`src/rtl/hash160_msg_padder_if.sv`:
```
// Block handoff between the message padder and the SHA-256 compression core.
interface hash160_msg_padder_if;
  logic [511:0] o_block;
  logic         o_block_valid;
  logic         i_block_ready;
  logic         o_last;

  modport master (
    output o_block,
    output o_block_valid,
    output o_last,
    input  i_block_ready
  );

  modport slave (
    input  o_block,
    input  o_block_valid,
    input  o_last,
    output i_block_ready
  );
endinterface

```
`src/rtl/hash160_msg_padder.sv`:
```
// Hash160 front end: frames MSG_BYTES bytes after a start byte, applies SHA-256 padding and
// hands one or two 512-bit blocks to the compression core over valid/ready.
module hash160_msg_padder #(
  parameter int unsigned MSG_BYTES  = 64,
  parameter logic [7:0]  START_BYTE = 8'hAA
) (
  input  logic                         clk,
  input  logic                         rst,
  input  logic [7:0]                   i_text,
  output logic                         o_busy,
  hash160_msg_padder_if.master         blk
);

  if (MSG_BYTES < 1 || MSG_BYTES > 64) begin : g_bad_msg_bytes
    $error("hash160_msg_padder: MSG_BYTES must be in 1..64");
  end

  localparam logic [63:0] LenBits   = 64'(MSG_BYTES) * 64'd8;
  localparam bit          TwoBlocks = (MSG_BYTES > 55);
  localparam logic [6:0]  LastIdx   = 7'(MSG_BYTES - 1);

  // Pad bits OR-ed onto the captured message to form block 0.
  function automatic logic [511:0] pad0_f();
    logic [511:0] p;
    int           idx;
    p   = '0;
    idx = (MSG_BYTES < 64) ? 511 - 8 * int'(MSG_BYTES) : 511;
    if (MSG_BYTES < 64) p[idx -: 8] = 8'h80;
    if (!TwoBlocks) p[63:0] = LenBits;
    return p;
  endfunction

  function automatic logic [511:0] pad1_f();
    logic [511:0] p;
    p = '0;
    if (MSG_BYTES == 64) p[511:504] = 8'h80;
    p[63:0] = LenBits;
    return p;
  endfunction

  localparam logic [511:0] Pad0 = pad0_f();
  localparam logic [511:0] Pad1 = pad1_f();

  typedef enum logic [1:0] {StIdle, StCollect, StEmit0, StEmit1} state_e;

  state_e       state_q, state_d;
  logic [6:0]   count_q, count_d;
  logic [511:0] msg_q, msg_d;
  logic [511:0] block_q, block_d;
  logic         valid_q, valid_d;
  logic         last_q, last_d;
  logic         busy_q, busy_d;
  logic [511:0] msg_wr;

  always_comb begin
    state_d = state_q;
    count_d = count_q;
    msg_d   = msg_q;
    block_d = block_q;
    valid_d = valid_q;
    last_d  = last_q;
    busy_d  = busy_q;

    msg_wr = msg_q;
    msg_wr[511 - 8 * int'(count_q) -: 8] = i_text;

    unique case (state_q)
      StIdle: begin
        if (i_text == START_BYTE) begin
          state_d = StCollect;
          count_d = '0;
          busy_d  = 1'b1;
          msg_d   = '0;
        end
      end
      StCollect: begin
        msg_d   = msg_wr;
        count_d = count_q + 7'd1;
        if (count_q == LastIdx) begin
          state_d = StEmit0;
          block_d = msg_wr | Pad0;
          valid_d = 1'b1;
          last_d  = !TwoBlocks;
        end
      end
      StEmit0: begin
        if (blk.i_block_ready) begin
          if (TwoBlocks) begin
            // Block 1 is presented on the very next cycle, no bubble.
            state_d = StEmit1;
            block_d = Pad1;
            last_d  = 1'b1;
          end else begin
            state_d = StIdle;
            valid_d = 1'b0;
            last_d  = 1'b0;
            busy_d  = 1'b0;
          end
        end
      end
      StEmit1: begin
        if (blk.i_block_ready) begin
          state_d = StIdle;
          valid_d = 1'b0;
          last_d  = 1'b0;
          busy_d  = 1'b0;
        end
      end
      default: state_d = StIdle;
    endcase
  end

  always_ff @(posedge clk) begin
    if (rst) begin
      state_q <= StIdle;
      count_q <= '0;
      msg_q   <= '0;
      block_q <= '0;
      valid_q <= 1'b0;
      last_q  <= 1'b0;
      busy_q  <= 1'b0;
    end else begin
      state_q <= state_d;
      count_q <= count_d;
      msg_q   <= msg_d;
      block_q <= block_d;
      valid_q <= valid_d;
      last_q  <= last_d;
      busy_q  <= busy_d;
    end
  end

  assign blk.o_block       = block_q;
  assign blk.o_block_valid = valid_q;
  assign blk.o_last        = last_q;
  assign o_busy            = busy_q;

endmodule

```
`src/flat_wrapper.sv`:
```
// flat-port wrapper written by rule: the top's interface ports become plain ports
module hash160_msg_padder_flat 
#(
  parameter int unsigned MSG_BYTES  = 64,
  parameter logic [7:0]  START_BYTE = 8'hAA
)
  (clk, rst, i_text, o_busy, blk_o_block, blk_o_block_valid, blk_o_last, blk_i_block_ready);
  hash160_msg_padder_if blk_i ();
  input  logic clk;
  input  logic rst;
  input  logic [7:0] i_text;
  output logic o_busy;
  output wire logic [$bits(blk_i.o_block)-1:0] blk_o_block;
  output wire logic [$bits(blk_i.o_block_valid)-1:0] blk_o_block_valid;
  output wire logic [$bits(blk_i.o_last)-1:0] blk_o_last;
  input wire logic [$bits(blk_i.i_block_ready)-1:0] blk_i_block_ready;
  assign blk_o_block = blk_i.o_block;
  assign blk_o_block_valid = blk_i.o_block_valid;
  assign blk_o_last = blk_i.o_last;
  assign blk_i.i_block_ready = blk_i_block_ready;
  hash160_msg_padder #(.MSG_BYTES(MSG_BYTES), .START_BYTE(START_BYTE)) u_core (.clk(clk), .rst(rst), .i_text(i_text), .o_busy(o_busy), .blk(blk_i));
endmodule
```
`config.mk`:
```
export PLATFORM = sky130hd
export DESIGN_NAME = hash160_msg_padder_flat
export DESIGN_NICKNAME = d
export VERILOG_FILES = /design/src/rtl/hash160_msg_padder_if.sv /design/src/rtl/hash160_msg_padder.sv /design/src/flat_wrapper.sv
export SDC_FILE = /design/constraint.sdc
export NUM_CORES = 2
export LEC_CHECK = 0
export BUFFER_PORTS_ARGS = -buffer_cell sky130_fd_sc_hd__buf_2
export CORE_MARGIN = 1
export CORE_UTILIZATION = 52
export CTS_CLUSTER_DIAMETER = 120
export CTS_CLUSTER_SIZE = 25
export DETAILED_ROUTE_END_ITERATION = 10
export GPL_TIMING_DRIVEN = 0
export HOLD_SLACK_MARGIN = 0.02
export MAX_ROUTING_LAYER = met4
export PLACE_DENSITY = 0.76
export SYNTH_ARGS = -nofsm -noshare
export SYNTH_HDL_FRONTEND = slang
export SYNTH_SLANG_ARGS = --single-unit
```
`constraint.sdc`:
```
create_clock -name clk -period 1.95 [get_ports clk]
set_input_delay 0.39 -clock clk [delete_from_list [all_inputs] [get_ports clk]]
set_output_delay 0.39 -clock clk [all_outputs]
set_load 0.01 [all_outputs]
```
# --- Word-level counts from Yosys, hierarchy flattened ---
# Cells that the tools add are included.
totals:
  regBits: 1036
  out_inout_bits: 515
  word_cells: 54
op_classes:
  n_addsub: 3
  eq_ne: 9
  shift: 2
  mux: 21
  reduce_logical: 12
ops:
  columns: ["operator", "count"]
  rows:
  - ["$pmux 512 s2", 2]
  - ["$mux 512", 3]
  - ["$shift 8x33->519 const A", 1]
  - ["$shiftx 8x33->519", 1]
  - ["$bwmux 512", 1]
  - ["$neg 32->33", 1]
  - ["$pmux 7 s2", 1]
  - ["$sub 9x10->11 const A", 1]
  - ["$reduce_and 3->1", 3]
  - ["$eq 8x8->1 const B", 1]
  - ["$mux 2", 4]
  - ["$pmux 2 s4", 1]
  - ["$reduce_and 4->1", 2]
  - ["$reduce_bool 2->1", 4]
  - ["$add 7x1->7 const B", 1]
  - ["$eq 7x6->1 const B", 1]
  - ["$mux 7", 1]
  - ["$mux 1", 5]
  - ["$eq 2x2->1 const B", 2]
  - ["$ne 2x1->1 const B", 2]
  - ["$ne 2x2->1 const B", 2]
  - ["$pmux 1 s2", 2]
  - ["$pmux 1 s3", 1]
  - ["$reduce_bool 3->1", 1]
  - ["other kinds (3)", 3]

# --- Longest topological paths before layout ---
logic_depth:
  ltp_word: 6
  depth_mapped: 9
  mapped_depth_nobuf: 6

# --- Worst setup path before layout ---
# No wires, ideal clock.
synth_timing:
  kind: "reg2reg"
  from: "register u_core.state_q[1]"
  to: "register u_core.msg_q[320]"
  arrival_time_ns: 1.877
  t_required_ns: 1.833
  path_slack_ns: -0.044
  path_stages_with_launch: 9
  n_path_buf: 3
  synth_period_minus_slack_ns: 1.994
  cell_sequence: "dfxtp_1 inv_1 ha_1 nand2b_1 clkbuf_1 buf_4 buf_2 o31ai_4 a22o_1"
synth_via:
  elab_chain_len: 3
  word_cells_on_any_way: 6
  classes_between: "eq/ne: 2; mux: 1; reduce/logical: 3"
synth_rtl:
  columns: ["element", "line", "text"]
  rows:
  - ["start: declaration", "hash160_msg_padder.sv:46", "state_e state_q, state_d;"]
  - ["start signal: assignment", "hash160_msg_padder.sv:115", "state_q <= StIdle;"]
  - ["start signal: assignment", "hash160_msg_padder.sv:123", "state_q <= state_d;"]
  - ["$logic_not 2->1 or $eq 2x1->1 (tied branches)", "hash160_msg_padder.sv:67", "unique case (state_q)"]
  - ["$ne 2x1->1 (no line) or $reduce_bool 2->1 (tied branches)", null, null]
  - ["$reduce_and 2->1 (no line)", null, null]
  - ["end signal: assignment", "hash160_msg_padder.sv:125", "msg_q <= msg_d;"]
  - ["end: declaration", "hash160_msg_padder.sv:48", "logic [511:0] msg_q, msg_d;"]
# Several ways; a longest one is shown, not always the timed one.
# A chain may end at the register's enable or synchronous reset.

# --- Worst setup path in the final report ---
layout_timing:
  from: "input i_text[6]"
  to: "register u_core.block_q[398], in the netlist u_core.blk.o_block[398]"
layout_via:
  elab_chain_len: 4
layout_rtl:
  columns: ["element", "line", "text"]
  rows:
  - ["start: declaration", "flat_wrapper.sv:11", "input logic [7:0] i_text;"]
  - ["$shiftx 8x33->519", "hash160_msg_padder.sv:65", "msg_wr[511 - 8 * int'(count_q) -: 8] = i_text;"]
  - ["$bwmux 512", "hash160_msg_padder.sv:65", null]
  - ["$mux 512", "hash160_msg_padder.sv:79", "if (count_q == LastIdx) begin"]
  - ["$pmux 512 s2", "hash160_msg_padder.sv:67", null]
  - ["end signal: assignment", "hash160_msg_padder.sv:126", "block_q <= block_d;"]
  - ["end: declaration", "hash160_msg_padder.sv:49", "logic [511:0] block_q, block_d;"]
# No other way between the ends. The select of a mux whose other input is x is not followed.

==> impl_metrics.yaml <==
critical_path:
  cp_max_fo: 10
  regToRegSetupSlack_ns: -0.08
  crit_path_end_kind: "flop"
  worstPathRequired_ns: 2.50
  path_class: "primary input to flop"
  crit_arrival_ns: 2.65
  start_kind: "primary input"
yosys:
  async_reset_ff_share_pct: 0
  synth_area_leaders: "dfxtp_1 (52%), mux2i_1 (13%), a22o_1 (11%)"
  synth_top_area_cell: "dfxtp_1"
  synth_warnings: 0
  netlist_area_sq_um: 40000
  synthCells: 3163
  synth.most_common_cell: "dfxtp_1"
  synth_area_per_cell_sq_um: 12.6
  ys_ff_latch: 1036
  yosysSeqAreaShare_pct: 51.9
  yosysUniqueCellTypes: 52
  synth_top_area_share_pct: 51.9
  synth_fp_nets: 3179
  synth_flop_cell: "dfxtp_1"
  synth_edf_count: 0
  synth_common_cells: "dfxtp_1 (1036), mux2i_1 (515), a22o_1 (510), o2bb2ai_1 (510), clkbuf_1 (182)"
cells_and_area:
  drive_gt1_share_pct: 37.4
  areaGrowthSynthToFinish_pct: 26.8
  fillers: 5420
  postLayoutCellArea_sq_um: 50700
  fin_nets: 3934
sta:
  worst_pin_slew_ns: 1.12
  timing.fmax_mhz: 475
  hold_viol_final: 0
  whs_ns: 0.175
  period_needed_ns: 2.10
  clock_skew_ns: 0.0315
  rsz0062_at_grt: "yes"
  min_period_over_period_pct: 108
  drv_slew: 0
  finalSetupTns_ns: -6.22
  relSlewSlack_pct: 25.2
  setup_viol: 344
  fin_ws_ns: -0.153
detailed_routing:
  vias_per_cell: 6.21
  firstDrtPassIters: 5
  route.detailed.drc: 0
  wire_per_inst_microns: 26.5
  antenna_left: 0
  routed_wl_mm: 131
  via_count: 30700
  drt_iter0_drc: 2964
cts:
  path_clk_slew_ns: 0.11
  cts_max_level: 2
  numCtsBuffers: 47
  clockRootBuffer: "clkbuf_16"
  clock_path_buffers: 3
  insertion_delay_ns: 0.64
  tritoncts: "built"
  clkSinkCount: 1036
run:
  drv_cap: 0
floorplanning:
  core_area_sq_um: 75900
  die_area_sq_um: 78000
  ios: 526
  rows: 101
  die_h_microns: 279
  start_util_pct: 52.6
  die_w_microns: 279
global_routing:
  grt_use_total_pct: 32.0
  grt_start_max_net_pins: 26
  antenna_found_initial: 1
  overflow: 0
  grt_pass1_wl_mm: 185
  grt_pass1_vias: 28300
status:
  status: "finished, violations left"
  violations: "negative setup slack"
power:
  total_power_w: 0.0365
  cellPowerDensity_nw_per_um2: 721
  ir_drop_mv: 0.609
  power_leakage_nw: 19.3
placed_design:
  preCtsSetupSlack_ns: -1.33
  dpl_cell_area_sq_um: 43800
  gp_congestion: 0.866
  portBuffers: 519
  dpl.hpwl_mm: 85.7
worst_hold_path:
  hold_class: "primary input to flop"
[final cells by class]
| cell class | instances | area [sq um] | area share, % |
|---|---|---|---|
| antenna | 1 | 2.50 | 0.00494 |
| tap | 1030 | 1290 | 2.54 |
| inverter | 8 | 41.3 | 0.0815 |
| sequential | 1036 | 20800 | 41.0 |
| timing repair buffer | 714 | 4540 | 8.96 |
| clock buffer | 49 | 1230 | 2.42 |
| multi-input combinational | 1773 | 19400 | 38.2 |
| buffer | 338 | 3420 | 6.75 |
| clock inverter | 3 | 21.3 | 0.0420 |
[layer usage]
| metal | track usage, % | up-vias | share of wire, % |
|---|---|---|---|
| li1 | - | 13700 | - |
| met3 | 4.36 | 259 | 6.7 |
| met4 | 10.2 | 0 | 3.6 |
| met2 | 49.9 | 1367 | 47 |
| met1 | 42.8 | 15400 | 42 |
| met5 | - | - | 0 |
[worst paths after layout]
kind | from | end | cells after the start
setup / recovery | i_text[6] | u_core.blk.o_block[398] | 5
hold / removal | blk_i_block_ready | u_core.blk.o_block_valid | 4
setup reg to reg | u_core.count_q[0] | u_core.blk.o_block[333] | 7
hold reg to reg | u_core.blk.o_block[473] | u_core.blk.o_block[473] | 1
[registers in the layout (all words and copies together), names as in the netlist]
signal,flops
u_core.msg_q,512
u_core.o_busy,1
u_core.state_q,2
u_core.blk.o_block_valid,1
u_core.blk.o_last,1
u_core.blk.o_block,512
u_core.count_q,7
[cell families after synthesis]
| logic type | share of synthesized area, % |
|---|---|
| fa+ha+maj | 0.157 |
| compound gates | 26.3 |
| simple gates | 3.95 |
| flops | 51.9 |
| buf+inv | 4.83 |
| mux | 12.9 |
[critical path, stage by stage]
cell and delay (ns):
buf_2 0.09, clkbuf_1 0.82, clkbuf_1 0.86, mux2i_1 0.27, o2bb2ai_1 0.21
[per-stage QoR]
step                utilization [%]  cells
CTS                            62.2   4862
global route                   66.7   4952
detailed placement             57.7   4712
finish                         66.7   4952
floorplan                         -   3163
global placement               57.7   4712
[cells in the final DEF, fill, tap and decap left out, drive strengths merged, types with 2 or more instances in the layout]
| cell type | count |
|---|---|
| dfxtp | 1036 |
| buf | 929 |
| mux2i | 515 |
| a22o | 510 |
| o2bb2ai | 510 |
| clkbuf | 171 |
| nor2 | 71 |
| o31ai | 66 |
| and3 | 21 |
| o21ai | 17 |
| nand2 | 11 |
| nand4bb | 7 |
| inv | 7 |
| a21oi | 5 |
| ha | 5 |
| nand3 | 4 |
| nand4b | 3 |
| nor3 | 3 |
| or3b | 3 |
| or4b | 3 |
| or3 | 2 |
| clkinvlp | 2 |
| o21a | 2 |
| nand2b | 2 |
| clkinv | 2 |
[where the power goes]
group | switching, W | internal [W] | leakage, nW
registers | 0.0000278 | 0.0212 | 8.35
logic | 0.00281 | 0.00120 | 10.3
clock network | 0.00679 | 0.00452 | 0.612
total | 0.00964 | 0.0269 | 19.3
[repair_timing]
action / in CTS / in global routing
gates cloned: 0 / 11
buffers inserted: 103 / 81
setup endpoints to repair: 1030 / 1024
hold endpoints to repair: 2 / 0
pin swaps: 72 / 55
hold buffers: 1 / 0
gates resized for setup: 416 / 585
Note: power is estimated with default switching activity, not from simulation.
